--- src/rtl/sr_pkg.sv ---
// Shared types and helpers for the set/reset command generator.
`timescale 1ns/1ps
package sr_pkg;

  // Command FSM states
  typedef enum logic [1:0] {
    IDLE  = 2'd0,
    PULSE = 2'd1,
    GAP   = 2'd2
  } state_t;

  // Bits needed to hold values 0..max_val (never less than one bit)
  function automatic int unsigned cnt_width(input int unsigned max_val);
    int unsigned w;
    w = 32'd1;
    while ((64'd1 << w) <= 64'(max_val)) begin
      w = w + 32'd1;
    end
    return w;
  endfunction

endpackage

--- src/rtl/sr_debounce.sv ---
// Synchroniser, debounce filter and rising-edge detector for one raw input.
`timescale 1ns/1ps
module sr_debounce
  import sr_pkg::*;
#(
  parameter int unsigned SYNC_STAGES = 32'd2,
  parameter int unsigned DB_CYCLES   = 32'd4
) (
  input  logic clk,
  input  logic reset,
  input  logic din,
  output logic rise
);

  localparam int unsigned CW = cnt_width(DB_CYCLES);

  logic [SYNC_STAGES-1:0] sync_q, sync_d;
  logic [CW-1:0]          cnt_q, cnt_d;
  logic                   db_q, db_d;
  logic                   db_dly_q, db_dly_d;
  logic                   lvl_s;

  // Shift the raw input through the synchroniser and filter the result
  always_comb begin
    sync_d   = {sync_q[SYNC_STAGES-2:0], din};
    lvl_s    = sync_q[SYNC_STAGES-1];
    db_d     = db_q;
    cnt_d    = '0;
    db_dly_d = db_q;
    if (lvl_s != db_q) begin
      if (cnt_q == CW'(DB_CYCLES - 32'd1)) begin
        // Level has differed long enough: accept it
        db_d  = ~db_q;
        cnt_d = '0;
      end else begin
        cnt_d = cnt_q + CW'(1);
      end
    end else begin
      cnt_d = '0;
    end
  end

  // State registers for synchroniser, counter and debounced levels
  always_ff @(posedge clk) begin
    if (reset) begin
      sync_q   <= '0;
      cnt_q    <= '0;
      db_q     <= 1'b0;
      db_dly_q <= 1'b0;
    end else begin
      sync_q   <= sync_d;
      cnt_q    <= cnt_d;
      db_q     <= db_d;
      db_dly_q <= db_dly_d;
    end
  end

  assign rise = db_q & ~db_dly_q;

endmodule

--- src/rtl/sr_cmd_gen.sv ---
// Turns two bouncy request lines into exclusive, spaced one-cycle s/r commands.
`timescale 1ns/1ps
module sr_cmd_gen
  import sr_pkg::*;
#(
  parameter int unsigned SYNC_STAGES  = 32'd2,
  parameter int unsigned DB_CYCLES    = 32'd4,
  parameter int unsigned GAP_CYCLES   = 32'd2,
  parameter bit          CLR_PRIORITY = 1'b1
) (
  input  logic clk,
  input  logic reset,
  input  logic set_in,
  input  logic clr_in,
  output logic s,
  output logic r,
  output logic busy,
  output logic conflict
);

  localparam int unsigned GW = cnt_width(GAP_CYCLES);

  logic          set_rise_s, clr_rise_s;
  state_t        state_q, state_d;
  logic [GW-1:0] gap_q, gap_d;
  logic          set_pend_q, set_pend_d;
  logic          clr_pend_q, clr_pend_d;
  logic          s_q, s_d, r_q, r_d;
  logic          busy_q, busy_d;
  logic          conflict_q, conflict_d;
  logic          take_s;

  sr_debounce #(.SYNC_STAGES(SYNC_STAGES), .DB_CYCLES(DB_CYCLES)) u_db_set (
    .clk(clk), .reset(reset), .din(set_in), .rise(set_rise_s)
  );

  sr_debounce #(.SYNC_STAGES(SYNC_STAGES), .DB_CYCLES(DB_CYCLES)) u_db_clr (
    .clk(clk), .reset(reset), .din(clr_in), .rise(clr_rise_s)
  );

  // FSM state, gap counter, pending flags and output registers
  always_ff @(posedge clk) begin
    if (reset) begin
      state_q    <= IDLE;
      gap_q      <= '0;
      set_pend_q <= 1'b0;
      clr_pend_q <= 1'b0;
      s_q        <= 1'b0;
      r_q        <= 1'b0;
      busy_q     <= 1'b0;
      conflict_q <= 1'b0;
    end else begin
      state_q    <= state_d;
      gap_q      <= gap_d;
      set_pend_q <= set_pend_d;
      clr_pend_q <= clr_pend_d;
      s_q        <= s_d;
      r_q        <= r_d;
      busy_q     <= busy_d;
      conflict_q <= conflict_d;
    end
  end

  // Next-state logic: IDLE issues, PULSE lasts one cycle, GAP enforces spacing
  always_comb begin
    state_d = state_q;
    gap_d   = gap_q;
    case (state_q)
      IDLE: begin
        if (set_pend_q || clr_pend_q) begin
          state_d = PULSE;
        end else begin
          state_d = IDLE;
        end
      end
      PULSE: begin
        if (GAP_CYCLES > 32'd0) begin
          state_d = GAP;
          gap_d   = GW'(GAP_CYCLES - 32'd1);
        end else begin
          state_d = IDLE;
        end
      end
      GAP: begin
        if (gap_q == GW'(0)) begin
          state_d = IDLE;
        end else begin
          gap_d = gap_q - GW'(1);
        end
      end
      default: begin
        state_d = IDLE;
        gap_d   = '0;
      end
    endcase
  end

  // Output decode: choose the command, consume pending flags, derive busy
  always_comb begin
    s_d        = 1'b0;
    r_d        = 1'b0;
    conflict_d = 1'b0;
    take_s     = (state_q == IDLE);
    if (take_s && set_pend_q && clr_pend_q) begin
      // Both requested: one wins, the other is dropped and flagged
      conflict_d = 1'b1;
      if (CLR_PRIORITY) begin
        r_d = 1'b1;
      end else begin
        s_d = 1'b1;
      end
    end else if (take_s) begin
      s_d = set_pend_q;
      r_d = clr_pend_q;
    end else begin
      s_d = 1'b0;
      r_d = 1'b0;
    end
    // Every pending flag seen in IDLE is consumed; a new rise re-arms it
    set_pend_d = (set_pend_q & ~take_s) | set_rise_s;
    clr_pend_d = (clr_pend_q & ~take_s) | clr_rise_s;
    busy_d     = (state_d != IDLE) | set_pend_d | clr_pend_d;
  end

  assign s        = s_q;
  assign r        = r_q;
  assign busy     = busy_q;
  assign conflict = conflict_q;

endmodule
--- config.mk ---
export PLATFORM = sky130hd
export DESIGN_NAME = sr_cmd_gen
export DESIGN_NICKNAME = d
export VERILOG_FILES = /design/src/rtl/sr_pkg.sv /design/src/rtl/sr_debounce.sv /design/src/rtl/sr_cmd_gen.sv
export SDC_FILE = /design/constraint.sdc
export NUM_CORES = 1
export LEC_CHECK = 0
export CORE_UTILIZATION = 59
export CTS_BUF_LIST = sky130_fd_sc_hd__clkbuf_4
export CTS_CLUSTER_DIAMETER = 40
export CTS_CLUSTER_SIZE = 10
export DETAILED_ROUTE_END_ITERATION = 8
export GPL_ROUTABILITY_DRIVEN = 0
export PLACE_DENSITY_LB_ADDON = 0.12
export SLEW_MARGIN = 20
export SYNTH_ARGS = -nofsm -noshare
export SYNTH_HDL_FRONTEND = slang
export SYNTH_HIERARCHICAL = 1
export SYNTH_SLANG_ARGS = --single-unit
--- constraint.sdc ---
create_clock -name clk -period 1.96 [get_ports clk]
set_input_delay 0.196 -clock clk [delete_from_list [all_inputs] [get_ports clk]]
set_output_delay 0.196 -clock clk [all_outputs]
set_load 0.05 [all_outputs]
### Word-level counts from Yosys, hierarchy flattened

Index checks and enable logic that the tools add are counted.

| word-level totals | value |
|---|---|
| register bits | 24 |
| word-level logic and storage cells | 61 |

| operators by class | value |
|---|---|
| add/sub/neg operators | 3 |
| equality and inequality tests | 7 |
| multiplexer cells | 8 |
| bitwise gates (word level) | 15 |
| reduce and logical (&&, ||, !) cells | 12 |

Operators by type and width:

| cell | number |
|---|---|
| case mux 2 bit (3 select lines) | 2 |
| OR reduction 3 bit | 3 |
| inverter 1 bit | 7 |
| adder 3 x 1 -> 3 bit (second input constant) | 2 |
| equality test 3 x 2 -> 1 bit (second input constant) | 2 |
| AND reduction 2 bit | 3 |
| AND 1 bit | 4 |
| logical NOT 2 bit | 2 |
| 2-to-1 mux 1 bit | 4 |
| 2-to-1 mux 2 bit | 2 |
| bitwise OR 1 bit | 4 |
| equality test 2 x 1 -> 1 bit (second input constant) | 1 |
| equality test 2 bit (second input constant) | 1 |
| logical AND 1 bit | 2 |
| != test 1 bit | 2 |
| != test 2 bit (second input constant) | 1 |
| nonzero test 2 bit | 1 |
| subtractor 2 x 1 -> 2 bit (second input constant) | 1 |
| logical OR 1 bit | 1 |

### Longest topological paths before layout

Gate-level depths: netlist (run 1).

| depth | value |
|---|---|
| word-level depth | 6 |
| mapped depth | 5 |
| mapped depth without buffers | 5 |

### Hierarchy

The synthesis (run 1) kept the hierarchy.

By module, submodules not included:

| module | instances | cells an instance | area each (um^2) |
|---|---|---|---|
| sr_debounce | 2 | 20 | 244.0 |
| sr_cmd_gen | 1 | 47 | 454.2 |

### Worst setup path before layout (run 1)

Ideal clock, no wire load.

| timing | value |
|---|---|
| path type | reg2reg |
| from | reg state_q[0] |
| to | reg busy_q, in the netlist busy |
| data arrival time | 1193 ps |
| required time | 1825 ps |
| setup slack | 633 ps |
| stages on the path, launching flop included | 6 |
| buffers on the path | 0 |
| path through | dfxtp_1 -> inv_1 -> ha_1 -> and4bb_2 -> a21oi_1 -> a41oi_2 |

| between the ends | value |
|---|---|
| longest elaborated chain between the ends | 6 |
| elaborated cells between the ends (all ways) | 13 |
| those cells by class | 2 x eq/ne; 2 x mux; 7 x bitwise; 2 x reduce/logical |

Ends and longest elaborated chain:

| what | RTL line | source |
|---|---|---|
| start, declared | sr_cmd_gen.sv:24 | `state_t state_q, state_d;` |
| start signal, assigned | sr_cmd_gen.sv:53 | `state_q <= state_d;` |
| parallel branches: the longest is 5 deep, another holds case mux 2 bit (3 select lines) | n/a |  |
| bitwise OR 1 bit * | sr_cmd_gen.sv:122 | `busy_d = (state_d != IDLE) \| set_pend_d \| clr_pend_d;` |
| end signal, assigned | sr_cmd_gen.sv:59 | `busy_q <= busy_d;` |
| end, declared | sr_cmd_gen.sv:29 | `logic busy_q, busy_d;` |

Mark *: on every way between the ends.
A chain may end at the register's enable or synchronous reset.

### Worst setup path after layout (run 1)

| timing | value |
|---|---|
| from | reg r_q, in the netlist r |
| to | out r |

RTL lines:

| what | RTL line | source |
|---|---|---|
| start, declared | sr_cmd_gen.sv:28 | `logic s_q, s_d, r_q, r_d;` |
| start signal, assigned | sr_cmd_gen.sv:58 | `r_q <= r_d;` |
| end, declared | sr_cmd_gen.sv:16 | `output logic r,` |

No word-level cell between the ends.

==> results.yml, run 1 <==
floorplanning:
  core_area_um2: 1510
  dieWidth_um: 42.0
  initial_core_util_pct: 62.5
  rows: 14
  fp.dieH_um: 42.0
  die_area_um2: 1760
  pin_count: 8
sta:
  fin_crit_sh_pct: 82.7
  slew_headroom_pct: 63.3
  finalClockSkew_ns: 0.00882
  setup_ws_ns: 0.339
  min_period_ns: 1.62
  worstMarginPinSlew_ns: 0.549
  finalHoldViolCount: 0
  tns_ns: 0
  setup_viol: 0
  drv_slew: 0
  fmax_ghz: 0.617
  grt_setup_unrepaired: "false"
layout:
  n_antenna_cell: 0
  final_common_cell: "dfxtp_1"
  drive_gt1_share_pct: 11.2
  syn_to_final_growth_pct: 15.4
  nNetsFinal: 112
  mostFrequentLayoutCells: "dfxtp_1 (24), nor2b_1 (9), ha_1 (9)"
critical_path:
  r2r_setup_slack_ns: 0.45
  cpMaxStageDelayCell: "clkdlybuf4s50_1"
  crit_chain: "clkdlybuf4s50_1"
  cp.required_ns: 1.76
  path_buf_inv: 1
  cp_top_family: "buffers and inverters"
  cp-start-kind: "register"
  crit_fanout: 1
  crit_type: "reg2out"
  critPathMaxStageDelay_ns: 0.79
  endpoint_kind: "primary output"
  crit_arrival_ns: 1.43
logic_synthesis:
  async_flop_share_pct: 0
  synthTopCellsByArea: "dfxtp_1 (51%), ha_1 (12%), nor2b_1 (6.0%)"
  ys_seq_elements: 24
  synth_top_area_cell: "dfxtp_1"
  synth_fa_ha_area_share_pct: 12.0
  synth_top_family_by_area: "simple AND/OR/NAND/NOR gates"
  yosys_warnings: 6
  syn_area_um2: 942
  muxShareOfSynthArea_pct: 2.12
  synth_ff_type: "dfxtp_1"
  ys_types: 24
  synth_seq_area_share_pct: 51.0
  synth_xor_area_share_pct: 1.86
  synth_top_area_share_pct: 51.0
  synth_area_per_cell_um2: 10.8
  syn_inst: 87
  synth_fp_nets: 100
  synth_simple_gate_area_share_pct: 21.6
  synth-edff-count: 0
  synth-compound-area-share_pct: 8.10
drt:
  drc: 0
  drtPass1Iterations: 4
  detail_route.vias_per_cell: 5.36
  routedWlPerCell_um: 11.2
  antenna_left: 0
  drtIter0Drc: 8
  wirelength_mm: 1.28
  num_vias: 611
clocking:
  cts_resized: 0
  htreeDepth: 1
  postCtsSetupBuffers: 0
  clk_pin_slew_ns: 0.13
  cts.sinks: 24
  ctsHoldBuffers: 0
  cts_buffers: 3
  cts_max_path_buffers: 2
  clkLatencyLatePin_ns: 0.30
  root_buffer: "clkbuf_4"
  cts_tree: "done"
grt:
  grt_pass1_vias: 574
  use_met3_pct: 3.91
  met2_usage_pct: 26.9
  grt_max_degree: 16
  antenna_found_initial: 0
  met1_usage_pct: 24.9
  overflow: 0
  track_usage_pct: 17.6
  grt_pass1_wl_mm: 2.41
  grt.busiest_layer: "met2"
min_path:
  hp-class: "in2reg"
place:
  place_ws_ns: 0.486
  portBuffers: 7
  dp.final_hpwl_um: 935
power:
  powerDensity_nw_per_um2: 790
  leakage_uw: 0.000409
  peakVddDrop_mv: 0.564
run_status:
  status: "finished clean"
run:
  max-cap-violations: 0
[flip-flops by register name, indices dropped and copies added (netlist names), 2 cells and up]
register and flops:
u_db_clr/cnt_q 3, u_db_set/sync_q 2, gap_q 2, u_db_set/cnt_q 3
state_q 2, u_db_clr/sync_q 2
[synth_stat cells, types with 2 or more instances]
cell type / instances
xnor2_1: 2
nand2_1: 2
nor2_1: 8
nor2b_1: 9
mux2i_1: 2
inv_1: 6
dfxtp_1: 24
a21oi_1: 6
nor4b_2: 2
nor4_1: 4
ha_1: 9
[routing by layer]
metal / wire [um] / vias up
met5: 0 / -
met4: 15 / 0
met3: 32 / 2
met2: 571 / 11
met1: 659 / 275
li1: - / 323
[where the power goes]
| part | switching (uW) | leakage, uW | total [uW] | internal, uW |
|---|---|---|---|---|
| sequential | 2.00 | 0.000194 | 495 | 493 |
| combinational | 10.4 | 0.000187 | 21.1 | 10.7 |
| clock | 137 | 0.0000279 | 344 | 206 |
| total | 149 | 0.000409 | 859 | 710 |
[per-stage QoR]
stage                     instances  hold slack [ns]  power, uW  utilization [%]  instance area (um2)
after detailed placement        110            0.424        527             68.7                 1030
after floorplan                  87            0.268        515                -                  942
after global placement          110            0.422        526             68.7                 1030
after global routing            114            0.451        888             72.2                 1090
final                           114            0.431        859             72.2                 1090
after CTS                       114            0.424        868             72.2                 1090
[path summary, 6_finish.rpt]
kind | start | end | depth (start not counted)
worst max-delay path | r | r | 1
worst min-delay path | clr_in | u_db_clr/sync_q[0] | 2
worst max register to register | state_q[0] | busy | 5
worst min register to register | u_db_set/cnt_q[0] | u_db_set/cnt_q[0] | 1
[cell type report]
class                   count  area [um2]
clock buffers               3        22.5
clock inverters             1        30.0
fillers                   114         419
inverters                   7        26.3
multi-input cells          55         430
flip-flops and latches     24         480
well taps                  16        20.0
repair buffers              8        77.6
[logic make-up after synthesis]
group                      count (synthesis)
and+or+nand+nor                           31
DFF                                       24
AOI/OAI and AO/OA                         11
adders and majority gates                  9
buffers and inverters                      8
xor gates and xnor gates                   2
muxes                                      2
Note: power is estimated with default switching activity, not from simulation.
==> inputs of run 2 (changes only) <==
--- a/config.mk
+++ b/config.mk
@@ -5,7 +5,7 @@
 export SDC_FILE = /design/constraint.sdc
 export NUM_CORES = 1
 export LEC_CHECK = 0
-export CORE_UTILIZATION = 59
+export CORE_UTILIZATION = 52
 export CTS_BUF_LIST = sky130_fd_sc_hd__clkbuf_4
 export CTS_CLUSTER_DIAMETER = 40
 export CTS_CLUSTER_SIZE = 10
==> constraint.sdc (replaced) <==
create_clock -name clk -period 1.44 [get_ports clk]
set_input_delay 0.144 -clock clk [delete_from_list [all_inputs] [get_ports clk]]
set_output_delay 0.144 -clock clk [all_outputs]
set_load 0.05 [all_outputs]
==> results.yml, run 2 (synthesis gave the netlist of run 1 again) <==
sta:
  setup_ws_ns: 0.108
  slew_headroom_pct: 77.2
  fin_crit_sh_pct: 92.5
  worstMarginPinSlew_ns: 0.341
  finalClockSkew_ns: 0.00312
  tns_ns: 0
  grt_setup_unrepaired: "false"
  min_period_ns: 1.33
  drv_slew: 0
  fmax_ghz: 0.751
  holdWs_ns: 0.369
  setup_viol: 0
  finalHoldViolCount: 0
clocking:
  root_buffer: "clkbuf_4"
  clkLatencyLatePin_ns: 0.31
  clk_pin_slew_ns: 0.13
  postCtsSetupBuffers: 0
  cts_buffers: 3
  cts.sinks: 24
  cts_max_path_buffers: 2
  cts_resized: 0
  ctsHoldBuffers: 0
  htreeDepth: 1
  cts_tree: "done"
critical_path:
  startpoint: "state_q[0]"
  crit_type: "reg2reg"
  crit_fanout: 6
  path_buf_inv: 1
  cp-start-kind: "register"
  critPathMaxStageDelay_ns: 0.35
  crit_arrival_ns: 1.53
  r2r-start: "state_q[0]"
  cp_top_family: "flip-flops"
  cp.required_ns: 1.64
  cpMaxStageDelayCell: "dfxtp_1"
  crit_chain: "inv_1, ha_1, and4bb_2, a21oi_1, a41oi_2"
  r2r_setup_slack_ns: 0.11
  endpoint_kind: "register"
power:
  switching_share_pct: 18.1
  p_int_uw: 970
  p_clk_share_pct: 40.3
  p_seq_share_pct: 56.9
  powerDensity_nw_per_um2: 1070
  power_frac_comb_pct: 2.8
  peakVddDrop_mv: 0.817
  leakage_uw: 0.000432
  p_switching_uw: 214
layout:
  multiInputGateArea_um2: 430
  biggestRegsByFlops: "u_db_clr/cnt_q: 3 flops, u_db_set/cnt_q: 3 flops"
  nNetsFinal: 115
  mostFrequentLayoutCells: "dfxtp_1 (24), nor2b_1 (9), ha_1 (9)"
  finalInstanceArea_um2: 1110
  n_antenna_cell: 0
  drive_gt1_share_pct: 17.8
  regArea_um2: 480
  syn_to_final_growth_pct: 17.9
  fillers: 130
  final_common_cell: "dfxtp_1"
drt:
  drtIter0Drc: 18
  wirelength_mm: 1.32
  detail_route.vias_per_cell: 5.13
  antenna_left: 0
  num_vias: 646
  routedWlPerCell_um: 10.5
  drc: 0
  drtPass1Iterations: 4
floorplanning:
  die_area_um2: 1990
  dieWidth_um: 44.6
  initial_core_util_pct: 55.2
  fp.dieH_um: 44.6
  rows: 15
  pin_count: 8
  core_area_um2: 1710
place:
  portBuffers: 7
  place_ws_ns: 0.107
  dp.final_hpwl_mm: 1.01
  placed_cell_area_um2: 1060
run_status:
  status: "finished clean"
grt:
  grt_max_degree: 15
  track_usage_pct: 15.2
  grt_pass1_wl_mm: 2.16
  antenna_found_initial: 0
  grt_pass1_vias: 541
  overflow: 0
min_path:
  min_from: "set_in"
  hp-class: "in2reg"
run:
  max-cap-violations: 0
## run 2: cell count changes in the layout (fill, tap and decap cells not counted), sizes merged
cell           change
clkdlybuf4s50      -4
buf                +7
## run 2: area by class of cell
type | instances | area share (%)
timing repair buffer | 11 | 8.11
sequential | 24 | 43.2
inverter | 7 | 2.36
tap | 25 | 2.82
multi-input combinational | 55 | 38.7
clock buffer | 3 | 2.03
clock inverter | 1 | 2.70
## run 2: final timing paths
kind,cells after the start,to
max,5,busy
min,2,u_db_set/sync_q[0]
max reg2reg,5,busy
min reg2reg,1,u_db_set/cnt_q[0]
## run 2: stage by stage
step / utilization (%) / instances / power (uW)
after floorplan: - / 87 / 700
after global placement: 62.0 / 122 / 721
after detailed placement: 62.0 / 122 / 723
after CTS: 65.1 / 126 / 1190
after global routing: 65.1 / 126 / 1220
final: 65.1 / 126 / 1180
## run 2: routing by layer
layer  up-vias  GRT usage, %  part of all wire (%)
met5         -             0                     0
met4         0          9.09                  0.98
met3         2          3.67                   2.2
met2        11          25.0                    50
met1       305          17.7                    47
li1        328             -                     -
## run 2: power by group through the flow
stage / clock (uW) / combinational, uW / sequential (uW)
2_1_floorplan: 0 / 12.5 / 688
3_3_place_gp: 0 / 32.7 / 688
3_5_place_dp: 0 / 34.2 / 689
4_1_cts: 486 / 34.3 / 674
5_1_grt: 512 / 36.6 / 675
6_report: 477 / 33.5 / 674
